### src/rtl/mul_div_seq.sv
// RV32M/RV64M multiply/divide unit: MUL ops complete in MUL_STAGES cycles, divides in 2+XLEN/DIV_RADIX_BITS.
// Special-case divides complete in 1 cycle. start is ignored while busy. kill flushes the op in flight.
module mul_div_seq #(
   parameter int XLEN           = 32,
   parameter int MUL_STAGES     = 1,
   parameter int DIV_RADIX_BITS = 1
) (
   input  logic            clk,
   input  logic            rst,
   input  logic            start,
   input  logic            kill,
   input  logic [2:0]      opcode,
   input  logic [XLEN-1:0] rs1,
   input  logic [XLEN-1:0] rs2,
   output logic            busy,
   output logic            ready,
   output logic [XLEN-1:0] result
);
   localparam int ITERS = XLEN / DIV_RADIX_BITS;
   localparam int CW    = $clog2(ITERS) + 1;
   localparam int PL    = (MUL_STAGES > 1) ? MUL_STAGES - 1 : 1;
   localparam logic [XLEN-1:0] MIN_NEG = {1'b1, {(XLEN-1){1'b0}}};

   localparam logic [2:0] S_IDLE   = 3'd0;
   localparam logic [2:0] S_MUL    = 3'd1;
   localparam logic [2:0] S_DSETUP = 3'd2;
   localparam logic [2:0] S_DITER  = 3'd3;
   localparam logic [2:0] S_DFIX   = 3'd4;
   localparam logic [2:0] S_DSPEC  = 3'd5;

   logic [2:0]                state_q, state_d;
   logic [CW-1:0]             cnt_q, cnt_d;
   logic [1:0]                op_q, op_d;
   logic [XLEN-1:0]           a_q, a_d, b_q, b_d, rem_q, rem_d, result_q, result_d;
   logic                      qneg_q, qneg_d, rneg_q, rneg_d, ready_q, ready_d;
   logic [PL-1:0][2*XLEN-1:0] prod_q, prod_d;

   logic                      mul_sa, mul_sb, div_sgn, spec_in;
   logic [2*XLEN-1:0]         prod_full, prod_src;
   logic [XLEN-1:0]           mul_res, spec_res, fix_res, q_fix, r_fix, it_q, it_r;

   // Operands are sign- or zero-extended to 2*XLEN so one unsigned multiply covers all signedness mixes.
   assign mul_sa    = (op_q == 2'b01) || (op_q == 2'b10);
   assign mul_sb    = (op_q == 2'b01);
   assign prod_full = {{XLEN{mul_sa & a_q[XLEN-1]}}, a_q} * {{XLEN{mul_sb & b_q[XLEN-1]}}, b_q};
   assign prod_src  = (MUL_STAGES == 1) ? prod_full : prod_q[PL-1];
   assign mul_res   = (op_q == 2'b00) ? prod_src[XLEN-1:0] : prod_src[2*XLEN-1:XLEN];

   assign spec_in  = (rs2 == '0) || (!opcode[0] && (rs1 == MIN_NEG) && (rs2 == '1));
   assign spec_res = (b_q == '0) ? (op_q[1] ? a_q : '1) : (op_q[1] ? '0 : a_q);
   assign div_sgn  = ~op_q[0];

   assign q_fix   = qneg_q ? -a_q : a_q;
   assign r_fix   = rneg_q ? -rem_q : rem_q;
   assign fix_res = op_q[1] ? r_fix : q_fix;

   // a_q doubles as the dividend/quotient shift register; b_q holds the divisor magnitude.
   always_comb begin
      logic [XLEN:0] diff;
      diff = '0;
      it_q = a_q;
      it_r = rem_q;
      for (int i = 0; i < DIV_RADIX_BITS; i++) begin
         diff = {it_r, it_q[XLEN-1]} - {1'b0, b_q};
         it_r = diff[XLEN] ? {it_r[XLEN-2:0], it_q[XLEN-1]} : diff[XLEN-1:0];
         it_q = {it_q[XLEN-2:0], ~diff[XLEN]};
      end
   end

   always_comb begin
      prod_d    = prod_q;
      prod_d[0] = prod_full;
      for (int i = 1; i < PL; i++) begin
         prod_d[i] = prod_q[i-1];
      end
   end

   always_comb begin
      state_d  = state_q;
      cnt_d    = cnt_q;
      op_d     = op_q;
      a_d      = a_q;
      b_d      = b_q;
      rem_d    = rem_q;
      qneg_d   = qneg_q;
      rneg_d   = rneg_q;
      result_d = result_q;
      ready_d  = 1'b0;
      if (kill) begin
         state_d = S_IDLE;
      end else begin
         case (state_q)
            S_IDLE: begin
               if (start) begin
                  op_d = opcode[1:0];
                  a_d  = rs1;
                  b_d  = rs2;
                  if (!opcode[2]) begin
                     state_d = S_MUL;
                     cnt_d   = CW'(MUL_STAGES - 1);
                  end else if (spec_in) begin
                     state_d = S_DSPEC;
                  end else begin
                     state_d = S_DSETUP;
                  end
               end
            end
            S_MUL: begin
               if (cnt_q == '0) begin
                  state_d  = S_IDLE;
                  ready_d  = 1'b1;
                  result_d = mul_res;
               end else begin
                  cnt_d = cnt_q - CW'(1);
               end
            end
            S_DSPEC: begin
               state_d  = S_IDLE;
               ready_d  = 1'b1;
               result_d = spec_res;
            end
            S_DSETUP: begin
               a_d     = (div_sgn & a_q[XLEN-1]) ? -a_q : a_q;
               b_d     = (div_sgn & b_q[XLEN-1]) ? -b_q : b_q;
               rem_d   = '0;
               qneg_d  = div_sgn & (a_q[XLEN-1] ^ b_q[XLEN-1]);
               rneg_d  = div_sgn & a_q[XLEN-1];
               cnt_d   = CW'(ITERS - 1);
               state_d = S_DITER;
            end
            S_DITER: begin
               a_d   = it_q;
               rem_d = it_r;
               if (cnt_q == '0) begin
                  state_d = S_DFIX;
               end else begin
                  cnt_d = cnt_q - CW'(1);
               end
            end
            S_DFIX: begin
               state_d  = S_IDLE;
               ready_d  = 1'b1;
               result_d = fix_res;
            end
            default: state_d = S_IDLE;
         endcase
      end
   end

   always_ff @(posedge clk) begin
      if (rst) begin
         state_q  <= S_IDLE;
         cnt_q    <= '0;
         op_q     <= '0;
         a_q      <= '0;
         b_q      <= '0;
         rem_q    <= '0;
         qneg_q   <= 1'b0;
         rneg_q   <= 1'b0;
         result_q <= '0;
         ready_q  <= 1'b0;
         prod_q   <= '0;
      end else begin
         state_q  <= state_d;
         cnt_q    <= cnt_d;
         op_q     <= op_d;
         a_q      <= a_d;
         b_q      <= b_d;
         rem_q    <= rem_d;
         qneg_q   <= qneg_d;
         rneg_q   <= rneg_d;
         result_q <= result_d;
         ready_q  <= ready_d;
         prod_q   <= prod_d;
      end
   end

   assign busy   = (state_q != S_IDLE);
   assign ready  = ready_q;
   assign result = result_q;
endmodule

### config.mk
export PLATFORM = sky130hd
export DESIGN_NAME = mul_div_seq
export DESIGN_NICKNAME = d
export VERILOG_FILES = /design/src/rtl/mul_div_seq.sv
export SDC_FILE = /design/constraint.sdc
export NUM_CORES = 2
export LEC_CHECK = 0
export CORE_UTILIZATION = 40
export DETAILED_ROUTE_END_ITERATION = 8
export GPL_ROUTABILITY_DRIVEN = 0
export PLACE_DENSITY = 0.64
export SLEW_MARGIN = 10
export SYNTH_ARGS = -nofsm -noshare
export SYNTH_HDL_FRONTEND = slang
export SYNTH_SLANG_ARGS = --single-unit
### constraint.sdc
create_clock -name clk -period 11.78 [get_ports clk]
set_input_delay 2.356 -clock clk [delete_from_list [all_inputs] [get_ports clk]]
set_output_delay 2.356 -clock clk [all_outputs]
set_load 0.02 [all_outputs]
-- Word level (Yosys, flattened, before mapping)
Cells that the tools add are included.
- register bits: 142
- input bits: 71
- output and inout bits: 34
- word-level logic and storage cells: 97
- add/subtract/negate cells: 5
- multipliers: 1
- eq/ne operators: 16
- mux-type cells: 29
- bitwise logic cells: 9
- reduce and logical (&&, ||, !) cells: 27
- operators with widths (kind ; count):
    32-bit 2-to-1 mux ; 13
    32-bit one-hot mux with 3 select lines ; 2
    32-bit one-hot mux with 2 select lines ; 2
    32-bit negation ; 3
    32-bit == test, second input constant ; 2
    32-bit logical NOT ; 2
    33-bit by 33-bit multiplier with 64-bit output ; 1
    33-bit by 32-bit subtractor with 33-bit output ; 1
    6-bit 2-to-1 mux ; 3
    6-bit one-hot mux with 3 select lines ; 1
    3-bit 2-to-1 mux ; 5
    2-bit inequality test, second input constant ; 7
    3-bit one-hot mux with 4 select lines ; 1
    3-bit nonzero test ; 4
    3-bit AND reduction ; 3
    4-bit AND reduction ; 2
    3-bit by 2-bit == test with 1-bit output, second input constant ; 2
    3-bit == test, second input constant ; 2
    6-bit logical NOT ; 1
    2-bit OR reduction ; 3
    6-bit by 1-bit subtractor with 6-bit output, second input constant ; 1
    1-bit bitwise AND ; 5
    5-bit AND reduction ; 1
    2-bit AND reduction ; 2
    other kinds (13) ; 18

-- Depth between registers and ports, before layout
- depth after elaboration: 8
- gate-level depth with buffers: 37
- depth with buffers taken out: 31

-- Worst setup path before layout
Ideal clock, no wire load.
- kind: register to register
- from: reg op_q[1]
- to: reg result_q[31] (netlist: result[31])
- library setup time: 0.129 ns
- arrival time: 9.064 ns
- data required time: 11.651 ns
- path slack: 2.587 ns
- stages on the path, launching flop included: 35
- path buffers: 5
- clock period less this slack: 9.193 ns
- cell sequence: dfxtp_1 -> clkbuf_1 -> inv_1 -> clkbuf_1 -> buf_1 -> ha_1 -> and2_1 -> clkbuf_1 -> clkbuf_1 -> nand2_1 -> inv_1 -> fa_1 -> inv_1 -> fa_1 -> inv_1 -> fa_1 -> inv_1 -> fa_1 -> fa_1 -> fa_1 -> fa_1 -> fa_1 -> inv_1 -> ha_1 -> a21o_1 -> a21o_1 -> a21oi_1 -> nor2b_1 -> o21a_1 -> o21ai_0 -> nand2b_1 -> a21o_1 -> or3_1 -> a21oi_1 -> o41ai_1
- longest elaborated chain between the ends: 7
- elaborated cells between the ends (all ways): 14
- classes of those cells: mul (1); eq/ne (2); mux (7); bitwise (2); reduce/logical (2)
- RTL lines (item ; RTL line ; RTL):
    start: declaration ; 33 ; logic [1:0] op_q, op_d;
    start signal: assignment ; 166 ; op_q <= op_d;
    2-bit by 1-bit == test with 1-bit output / 2-bit == test (equally long branches) ; 43, 44 ;
    1-bit logical OR ; 43 ; assign mul_sa = (op_q == 2'b01) || (op_q == 2'b10);
    1-bit bitwise AND ; 45 ; assign prod_full = {{XLEN{mul_sa & a_q[XLEN-1]}}, a_q} * {{XLEN{mul_sb & b_q[XLEN-1]}}, b_q};
    33-bit by 33-bit multiplier with 64-bit output ; 45 ;
    32-bit 2-to-1 mux ; 47 ; assign mul_res = (op_q == 2'b00) ? prod_src[XLEN-1:0] : prod_src[2*XLEN-1:XLEN];
    32-bit 2-to-1 mux ; 109 ; if (cnt_q == '0) begin
    32-bit one-hot mux with 3 select lines (*) ; 92 ; case (state_q)
    end signal: assignment ; 172 ; result_q <= result_d;
    end: declaration ; 34 ; logic [XLEN-1:0] a_q, a_d, b_q, b_d, rem_q, rem_d, result_q, result_d;
Every way passes the cells marked *; elsewhere a longest branch is shown, timed or not. The select of a mux whose other input is x is not followed.
A chain may end at the register's enable or synchronous reset.

-- Final worst setup path
- from: reg op_q[0]
- to: reg result_q[24] (netlist: result[24])
- longest elaborated chain between the ends: 7
- elaborated cells between the ends (all ways): 10
- classes of those cells: mul (1); eq/ne (2); mux (3); bitwise (2); reduce/logical (2)
- RTL lines (item ; RTL line):
    2-bit by 1-bit == test with 1-bit output / 2-bit == test (equally long branches) ; 43, 44
    1-bit logical OR ; 43
    1-bit bitwise AND ; 45
    33-bit by 33-bit multiplier with 64-bit output ; 45
    32-bit 2-to-1 mux (*) ; 47
    32-bit 2-to-1 mux (*) ; 109
    32-bit one-hot mux with 3 select lines (*) ; 92
Marked as above.

==> flow_summary.json <==
{
  "outcome": "complete, but fails checks",
  "failed_checks": "DRC",
  "grt_pass1_wl_mm": 266.5,
  "die_width_um": 353.0,
  "cts_tree": "done",
  "period_share_pct": 85.40,
  "ys.flop_type": "dfxtp_1",
  "rsz0062_at_grt": "no",
  "grt_max_degree": 70,
  "num_vias": 41772,
  "fin_util_pct": 42.93,
  "cts_resized": 0,
  "setup_ws_ns": 1.719,
  "synth_area_sq_mm": 0.04928,
  "core_sq_mm": 0.1220,
  "num_io_pins": 105,
  "worstPathArrival_ns": 10.38,
  "cp.required_ns": 12.10,
  "track_usage_pct": 28.21,
  "drt-initial-drc-count": 4669,
  "cts_setup_buffers": 0,
  "final_cell_mix": "inv_1 (1245), fa_1 (1126), nand2_1 (989)",
  "syn_avg_cell_area_sq_um": 8.318,
  "seq_area_frac_synth_pct": 5.768,
  "cts_sinks": 142,
  "max_cap_violations": 0,
  "synthToLayoutAreaGrowth_pct": 6.293,
  "cts_hold_buf": 0,
  "antenna_left": 0,
  "route.detailed.drc": 93,
  "clock_path_buffers": 2,
  "multi_input_area_sq_mm": 0.04033,
  "htree_levels": 4,
  "start_util_pct": 40.39,
  "via_per_inst": 5.637,
  "firstDrtPassIters": 9,
  "powerDensity_mw_per_mm2": 45.43,
  "hp-class": "flip-flop to flip-flop",
  "overflow": 0,
  "seq_area_sq_mm": 0.002884,
  "yosys.cell_types.count": 88,
  "layout.cells.non_filler": 7410,
  "grt_pass1_vias": 43351,
  "layout.nets": 7219,
  "min_period_ns": 10.06,
  "final_common_cell": "inv_1",
  "yosys.area.top_type_share_pct": 45.74,
  "tightest_slew_ns": 1.376,
  "synth_area_leader_cell": "fa_1",
  "crit_type": "flip-flop to flip-flop",
  "rows": 128,
  "wl_per_cell_um": 23.36,
  "cts_root_buf": "clkbuf_16",
  "slew_headroom_pct": 5.872,
  "dieHeight_um": 353.0,
  "antenna_found_initial": 14,
  "post-place-ws_ns": 1.888,
  "drive_above_1_share_pct": 3.511,
  "achievable-frequency_ghz": 0.09940,
  "ir_drop_mv": 0.07153,
  "critPathMaxFanout": 18,
  "synth_edf_count": 0,
  "skew_ns": 0.01411,
  "cts.clk_slew.worst_paths_ns": 0.07,
  "end_kind": "flip-flop",
  "p_leak_nw": 23.64,
  "insertion_delay_ns": 0.45,
  "dp.cells": 7375,
  "fin_area_sq_mm": 0.05239,
  "post_dp_cell_area_sq_mm": 0.05176,
  "die_area_sq_mm": 0.1246,
  "synthTopCellsByArea": "fa_1 (46%), inv_1 (9.5%), nand2_1 (7.5%)",
  "syn_nets": 7375,
  "holdWs_ns": 0.4793,
  "rrSetupSlack_ns": 1.72,
  "finalSetupViolCount": 0,
  "fin_tns_setup_ns": 0,
  "dp_hpwl_mm": 134.6,
  "wirelength_mm": 173.1,
  "maxSlewViolCount": 0,
  "yosysWarnings": 0,
  "start_kind": "flip-flop",
  "cts_buffers": 17,
  "fillers": 12149,
  "total_power_mw": 2.380,
  "syn_inst": 5925,
  "synthArstFlopShare_pct": 0,
  "hold_viol_final": 0,
  "ys_ff_latch": 142,
  "io_buffers": 104
}
registers in the layout, indices dropped and copies added (netlist names), 2 cells and up:
name	flops
result	32
state_q	3
rem_q	32
b_q	32
a_q	32
cnt_q	6
op_q	2
power breakdown:
part,switching (mW),internal [mW]
registers,0.0602,0.498
logic,0.832,0.389
clock network,0.246,0.356
worst max-delay path: stages, from the launching register on:
cell,delay (ns)
dfxtp_1,0.38
inv_1,0.10
ha_1,0.81
and2_1,0.71
nand2_1,0.19
inv_1,0.16
fa_1,0.50
fa_1,0.58
fa_1,0.70
inv_1,0.33
fa_1,0.57
inv_1,0.05
fa_1,0.49
fa_1,0.55
inv_1,0.05
fa_1,0.44
fa_1,0.49
inv_1,0.04
ha_1,0.45
nand2_1,0.17
inv_1,0.14
nand3_1,0.14
o41ai_2,0.56
a31oi_1,0.31
o31ai_1,0.41
xnor2_1,0.18
a2111oi_0,0.39
layer usage:
metal	global-route usage (%)	wire length, um
met1	36.38	65230
met2	43.87	76680
met3	6.987	19880
met4	14.61	11180
met5	0.07547	117
Yosys cell counts, types with 20 or more instances:
cell / n
o31ai_1: 23
inv_1: 1245
dfxtp_1: 142
a211oi_1: 26
and2_1: 207
nor2_1: 335
a31oi_1: 27
a222oi_1: 30
a21o_1: 51
nand2b_1: 28
a221oi_1: 22
fa_1: 1126
nor4_1: 29
ha_1: 253
a21oi_1: 218
or3_1: 24
buf_1: 20
and3_1: 31
nand2_1: 989
nor3_1: 64
xnor2_1: 103
o21ai_0: 187
nand4_1: 32
clkbuf_1: 352
nand3_1: 45
xor2_1: 46
cells by family (layout without fill, tap and decap cells):
kind of cell / after synthesis / in the layout / share of synthesized area [%]
adders and majority gates: 1383 / 1383 / 52.24
other: 0 / 3 / 0
and+or+nand+nor: 1847 / 1847 / 16.74
xor gates and xnor gates: 149 / 149 / 2.648
buffers and inverters: 1636 / 1493 / 12.50
DFF: 142 / 142 / 5.768
AOI/OAI and AO/OA: 754 / 754 / 9.810
muxes: 14 / 14 / 0.2894
final timing paths:
path	start	endpoint	cells after the start
setup reg to reg	op_q[0]$_SDFFE_PP0P_	result[24]$_SDFFE_PP0P_	26
hold / removal	cnt_q[4]$_SDFFE_PP0P_	cnt_q[4]$_SDFFE_PP0P_	2
setup / recovery	op_q[0]$_SDFFE_PP0P_	result[24]$_SDFFE_PP0P_	26
hold reg to reg	cnt_q[4]$_SDFFE_PP0P_	cnt_q[4]$_SDFFE_PP0P_	2
cell type report:
| type | count | share of cell area [%] |
|---|---|---|
| antenna | 3 | 0.01433 |
| multi-input combinational | 4147 | 76.98 |
| sequential | 142 | 5.505 |
| clock buffer | 19 | 0.8264 |
| timing repair buffer | 206 | 3.444 |
| clock inverter | 13 | 0.3583 |
| tap | 1625 | 3.881 |
| inverter | 1255 | 8.992 |
(Power assumes the default switching activity.)
